**src/rtl/fifo_stream_reader.sv**
```systemverilog
// rtl/fifo_stream_reader.sv - FIFO drain stage with 2-entry skid buffer and valid/ready output
//
// Purpose: watches the FIFO empty flag, issues single-cycle read strobes, absorbs
// the one-cycle registered RAM read latency and presents words as a valid/ready
// stream. Buffered plus in-flight words never exceed 2, so back-pressure never
// drops or duplicates a word; one word per cycle is sustained when always ready.
//
// Optional feature: define READER_COUNT_EN to add the o_out_count port and its
// wrapping 16-bit delivered-word counter.
//
// Ports:
//   i_clk          clock, rising edge
//   i_reset        asynchronous active-low reset
//   i_fifo_empty   FIFO empty flag
//   i_fifo_data    FIFO read data, valid the cycle after o_fifo_read
//   o_fifo_read    FIFO pop strobe
//   o_out_data     word at the head of the skid buffer
//   o_out_valid    o_out_data holds a word
//   i_out_ready    consumer accepts o_out_data this cycle
//   o_out_count    words delivered, wrapping (READER_COUNT_EN only)

module fifo_stream_reader #(
  parameter int width = 8
) (
  input  logic             i_clk,
  input  logic             i_reset,
  input  logic             i_fifo_empty,
  input  logic [width-1:0] i_fifo_data,
  output logic             o_fifo_read,
  output logic [width-1:0] o_out_data,
  output logic             o_out_valid,
  input  logic             i_out_ready
`ifdef READER_COUNT_EN
  ,
  output logic [15:0]      o_out_count
`endif
);

  logic [1:0]       r_occ;
  logic             r_inflight;
  logic [width-1:0] r_head;
  logic [width-1:0] r_tail;

  logic             w_pop;
  logic [2:0]       w_level;
  logic             w_credit;
  logic [1:0]       w_occ_after_pop;

  assign w_pop = (r_occ != 2'd0) && i_out_ready;

  // Words that will be held after this edge if no new read is issued.
  // A pop implies r_occ >= 1, so the subtraction never underflows.
  assign w_level  = {1'b0, r_occ} + {2'b00, r_inflight} - {2'b00, w_pop};
  assign w_credit = (w_level < 3'd2);

  assign w_occ_after_pop = r_occ - {1'b0, w_pop};

  // Gated by the reset input so the strobe is low while reset is held.
  assign o_fifo_read = i_reset && !i_fifo_empty && w_credit;

  assign o_out_valid = (r_occ != 2'd0);
  assign o_out_data  = r_head;

  always_ff @(posedge i_clk or negedge i_reset) begin
    if (!i_reset) begin
      r_occ      <= 2'd0;
      r_inflight <= 1'b0;
      r_head     <= '0;
      r_tail     <= '0;
    end else begin
      r_inflight <= o_fifo_read;
      r_occ      <= w_occ_after_pop + {1'b0, r_inflight};

      // Retire head; the tail word (if any) moves up on the same edge.
      if (w_pop && (r_occ == 2'd2)) begin
        r_head <= r_tail;
      end

      // Arriving word lands in the first free slot after the pop. The credit
      // rule guarantees at most one word is buffered when data arrives.
      if (r_inflight) begin
        if (w_occ_after_pop == 2'd0) begin
          r_head <= i_fifo_data;
        end else begin
          r_tail <= i_fifo_data;
        end
      end
    end
  end

`ifdef READER_COUNT_EN
  logic [15:0] r_count;

  always_ff @(posedge i_clk or negedge i_reset) begin
    if (!i_reset) begin
      r_count <= 16'h0000;
    end else if (w_pop) begin
      r_count <= r_count + 16'h0001;
    end
  end

  assign o_out_count = r_count;
`endif

endmodule

```
**config.mk**
```make
export PLATFORM = sky130hd
export DESIGN_NAME = fifo_stream_reader
export DESIGN_NICKNAME = d
export VERILOG_FILES = /design/src/rtl/fifo_stream_reader.sv
export SDC_FILE = /design/constraint.sdc
export NUM_CORES = 1
export LEC_CHECK = 0
export BUFFER_PORTS_ARGS = -buffer_cell sky130_fd_sc_hd__buf_2
export CORE_ASPECT_RATIO = 1.4
export CORE_MARGIN = 2
export CORE_UTILIZATION = 35
export CTS_CLUSTER_DIAMETER = 150
export DETAILED_ROUTE_END_ITERATION = 12
export HOLD_SLACK_MARGIN = 0.1
export PLACE_DENSITY_LB_ADDON = 0.25
export SLEW_MARGIN = 20
export SYNTH_ARGS = -nofsm -noshare
export SYNTH_HDL_FRONTEND = slang
export SYNTH_SLANG_ARGS = --single-unit
```
**constraint.sdc**
```tcl
create_clock -name i_clk -period 4.2 [get_ports i_clk]
set_input_delay 0.42 -clock i_clk [delete_from_list [all_inputs] [get_ports i_clk]]
set_output_delay 0.42 -clock i_clk [all_outputs]
set_load 0.05 [all_outputs]
```
Word level (Yosys, flattened, before mapping) --
Index checks and enable logic that the tools add are counted.
Storage, ports and cells: register bits after elaboration 19
Operators by class: bitwise operators 1, add/subtract/negate cells 4, magnitude comparators 1, equal/unequal tests 1, mux-type cells 3, reduce and logical (&&, ||, !) cells 8
Operators with widths (count):
- $mux 8 | 3
- $logic_and 1x1->1 | 4
- $add 2x1->3 | 1
- $lt 3x2->1 const B | 1
- $sub 3x1->3 | 1
- $add 2x1->2 | 1
- $eq 2x2->1 const B | 1
- $logic_not 2->1 | 1
- $reduce_and 2->1 | 1
- $reduce_bool 2->1 | 1
- $sub 2x1->2 | 1
- $logic_not 1->1 | 1
- $not 1->1 | 1

Logic depth before layout (Yosys ltp) --
depth in word-level cells 6, depth in mapped cells 5

Least setup slack after synthesis --
No wires, ideal clock.
path type flip-flop to output port, start point register r_occ[1], end point output port o_fifo_read, stages on the path, launching flop included 6, arrival time 2.770 ns, setup slack 1.010 ns, cells stage by stage dfrtp_1 or2_2 and3b_1 fa_1 xor2_1 nor3_1
Between the ends: word-level cells in the longest chain between the ends 5, elaborated cells on any way between the ends 6
RTL lines:
- start: declaration | RTL line 39 | logic [1:0] r_occ;
- start signal: assignment | RTL line 72 | r_occ <= w_occ_after_pop + {1'b0, r_inflight};
- $reduce_bool 2->1
- named net o_out_valid | RTL line 31 | output logic o_out_valid,
- $logic_and 1x1->1 | RTL line 49 | assign w_pop = (r_occ != 2'd0) && i_out_ready;
- $sub 3x1->3 | RTL line 53 | assign w_level = {1'b0, r_occ} + {2'b00, r_inflight} - {2'b00, w_pop};
- $lt 3x2->1 | RTL line 54 | assign w_credit = (w_level < 3'd2);
- $logic_and 1x1->1 | RTL line 59 | assign o_fifo_read = i_reset && !i_fifo_empty && w_credit;
- end: declaration | RTL line 29 | output logic o_fifo_read,
The timed path passes the listed nets, and every way through them passes these cells.

Final worst setup path --
start point register r_occ[1], end point output port o_fifo_read
Between the ends: word-level cells in the longest chain between the ends 5, elaborated cells on any way between the ends 6
RTL lines (RTL line):
- parallel branches: the longest is 2 deep, another holds $add 2x1->3
- $sub 3x1->3 (*) | 53
- $lt 3x2->1 (*) | 54
- $logic_and 1x1->1 (*) | 59
Every way passes the cells marked *.

==> run metrics <==
Setup crit end o_fifo_read; top cells by count, synth 19 x dfrtp_1, 16 x mux2_4, 8 x mux2_2; Synth Area per Inst 15.6 sq um; commonest register cell after synthesis dfrtp_1; reg2reg end o_out_data[0]$_DFF_PN0_; routed length per instance 12.9 um; RD Place Congestion 0.614; vias in the first global route 676; Slew @ Worst Pin 0.676 ns; fraction of layout cells with a size suffix above 1 59.3%; Synth area leaders dfrtp_1 50%, mux2_4 25%, mux2_2 9.5%, fa_1 2.1%, xor2_1 1.8%; Reg clk slew, reported paths 0.11 ns; Slew Viols, Final 0; area leader, netlist dfrtp_1; CP max FO 7; CTS Buffer Depth 2; Worst Path Arrival 2.36 ns; Synth top area share 50.0%; CTS sink cnt 19; Antenna Cells 0; max incr delay on CP 0.49 ns; Starting Density 36.4%; Antenna Nets Post-Route 0; total track usage 13.1%; Pre-antenna DRT Iters 4; largest net degree at the start of global routing 21; Max Cap Violations 0; part of the power in combinational logic 54.5%; internal power 539 uW; crit start category flop; Yosys cell types 17; Via-to-Cell Ratio 4.70; RSZ-0062 raised after global routing false; cts bufs inserted 3; min setup slack post-route 1.42 ns; Congestion Overflow GR 0; leakage 0.596 nW; fin nets 101; Cells after Synth 61; CP max-delay cell dfrtp_1; Worst R2R Path Depth 3; worst r2r src r_occ[1]$_DFF_PN0_; total number of vias 573; fin cells 122; io pins 22; full die area 0.00316 sq mm; Hold Slack 0.274 ns; worst hold path type primary input to flop; status finished, final reports clean; IO Port Bufs 21; Slew Limit Headroom 54.8%; Placed Cells 117; Post-Syn Nets 75; Fin. Hold Viols 0; Fillers 261; CTS tree built; post-synthesis sequential area ratio 50.0%; dpl hpwl 1.10 mm; cell with the most instances after synthesis dfrtp_1; CP Class flop to output port; net switching power 379 uW; Synth Register Bits 19; DRC 0; sequential power share 35.2%; FP Rows 22; Syn-to-layout area delta 18.4%; crit path from r_occ[1]$_DFF_PN0_; peak supply drop 0.337 mV; CP Capture Type output port; critical-path cell list or2_2, and3b_1, fa_1, xor2_1, nor3_1, buf_2; Mapped Area 951 sq um; post-synthesis async set-or-reset flop share 100%; number of synthesis warnings 0; Critical Path RT 3.78 ns; final WL 1.57 mm; width of the die 48.1 um; Die Ht 65.7 um; clock latency on the worst-skew pair 0.30 ns; root buf cell clkbuf_4; minimum clock period 2.78 ns; first-pass GRT wire length 2.91 mm; Post-synth EDFFs 0; reg2reg setup slack 2.32 ns; CORE AREA 0.00262 sq mm; Net Sw Frac 41.3%; H-tree depth 1; Max Clk Rate 359 MHz; final setup TNS 0 ns; Clk network pwr share 10.3%; Setup Viol. Count Final 0; Worst Skew 0.00651 ns; worst slack, placed 1.75 ns; power per cell area 815 mW/mm^2; Tcrit/Tclk final 66.3%; 1st-iter DRT viols 5; initial antenna violation count 0
power groups by stage:
stage | combinational (mW) | clock, mW | sequential [mW]
CTS | 0.506 | 0.0973 | 0.324
finish | 0.500 | 0.0942 | 0.323
detailed placement | 0.503 | 0 | 0.328
global placement | 0.498 | 0 | 0.324
floorplan | 0.288 | 0 | 0.453
global route | 0.546 | 0.108 | 0.337
worst min path at each step:
stage / cells after the start / end / from / slack (ns)
3_5_place_dp: 1 / o_out_data[7]$_DFF_PN0_ / i_reset / 0.40
6_report: 2 / r_inflight$_DFF_PN0_ / i_fifo_empty / 0.27
3_3_place_gp: 1 / o_out_data[7]$_DFF_PN0_ / i_reset / 0.39
2_1_floorplan: 0 / o_out_data[0]$_DFF_PN0_ / i_reset / 0.12
5_1_grt: 2 / r_inflight$_DFF_PN0_ / i_fifo_empty / 0.27
4_1_cts: 2 / r_inflight$_DFF_PN0_ / i_fifo_empty / 0.27
stage by stage:
| step | utilization (%) | total power, mW | area, sq um |
|---|---|---|---|
| 2_1_floorplan | - | 0.741 | 951 |
| 3_3_place_gp | 41.7 | 0.822 | 1090 |
| 3_5_place_dp | 41.7 | 0.831 | 1090 |
| 4_1_cts | 43.1 | 0.927 | 1130 |
| 5_1_grt | 43.1 | 0.991 | 1130 |
| 6_report | 43.1 | 0.918 | 1130 |
per-layer routing:
| metal | vias up | global-route usage [%] | wire length, um |
|---|---|---|---|
| li1 | 262 | - | - |
| met1 | 290 | 15.3 | 676 |
| met2 | 16 | 21.8 | 797 |
| met3 | 5 | 2.47 | 56 |
| met4 | 0 | 6.08 | 41 |
| met5 | - | 0 | 0 |
area by class of cell:
type | instances | area (sq um) | area share, %
well taps | 36 | 45.0 | 4.00
clock buffers | 4 | 26.3 | 2.33
repair buffers | 22 | 115 | 10.2
multi-input cells | 41 | 464 | 41.2
flip-flops and latches | 19 | 475 | 42.2
cell families (layout without fill, tap and decap cells):
kind of cell | Yosys count | count (layout) | share of synthesized area [%]
compound gates | 1 | 1 | 0.921
simple gates | 11 | 11 | 6.97
buf+inv | 1 | 26 | 1.18
mux | 24 | 24 | 34.7
flops | 19 | 19 | 50.0
xor+xnor | 3 | 3 | 2.76
fa+ha+maj | 2 | 2 | 3.42
worst max-delay path, delay by kind of cell (launching register included):
| family | cells | cell delay (ns) |
|---|---|---|
| xor gates and xnor gates | 1 | 0.15 |
| and+or+nand+nor | 3 | 0.71 |
| adders and majority gates | 1 | 0.41 |
| buffers and inverters | 1 | 0.30 |
| DFF | 1 | 0.49 |
state kept, by name, indices dropped and copies added (netlist names):
name and cells:
o_out_data 8, r_tail 8, r_occ 2, r_inflight 1
cells in the final DEF, fill, tap and decap left out, drive strengths merged, types with 2 or more instances in the layout:
| cell | netlist | layout |
|---|---|---|
| mux2 | 24 | 24 |
| buf | 1 | 21 |
| dfrtp | 19 | 19 |
| nand2 | 4 | 4 |
| clkbuf | 0 | 4 |
| xor2 | 2 | 2 |
| nand3b | 2 | 2 |
what timing repair did:
item                                   in CTS  in global routing
resized for setup                           0                  0
setup buffers                               0                  0
setup endpoints to repair                   0                  0
hold buffers                                1                  0
endpoints found under the hold margin      19                  0
No activity file was read; power rests on OpenSTA's default activity.
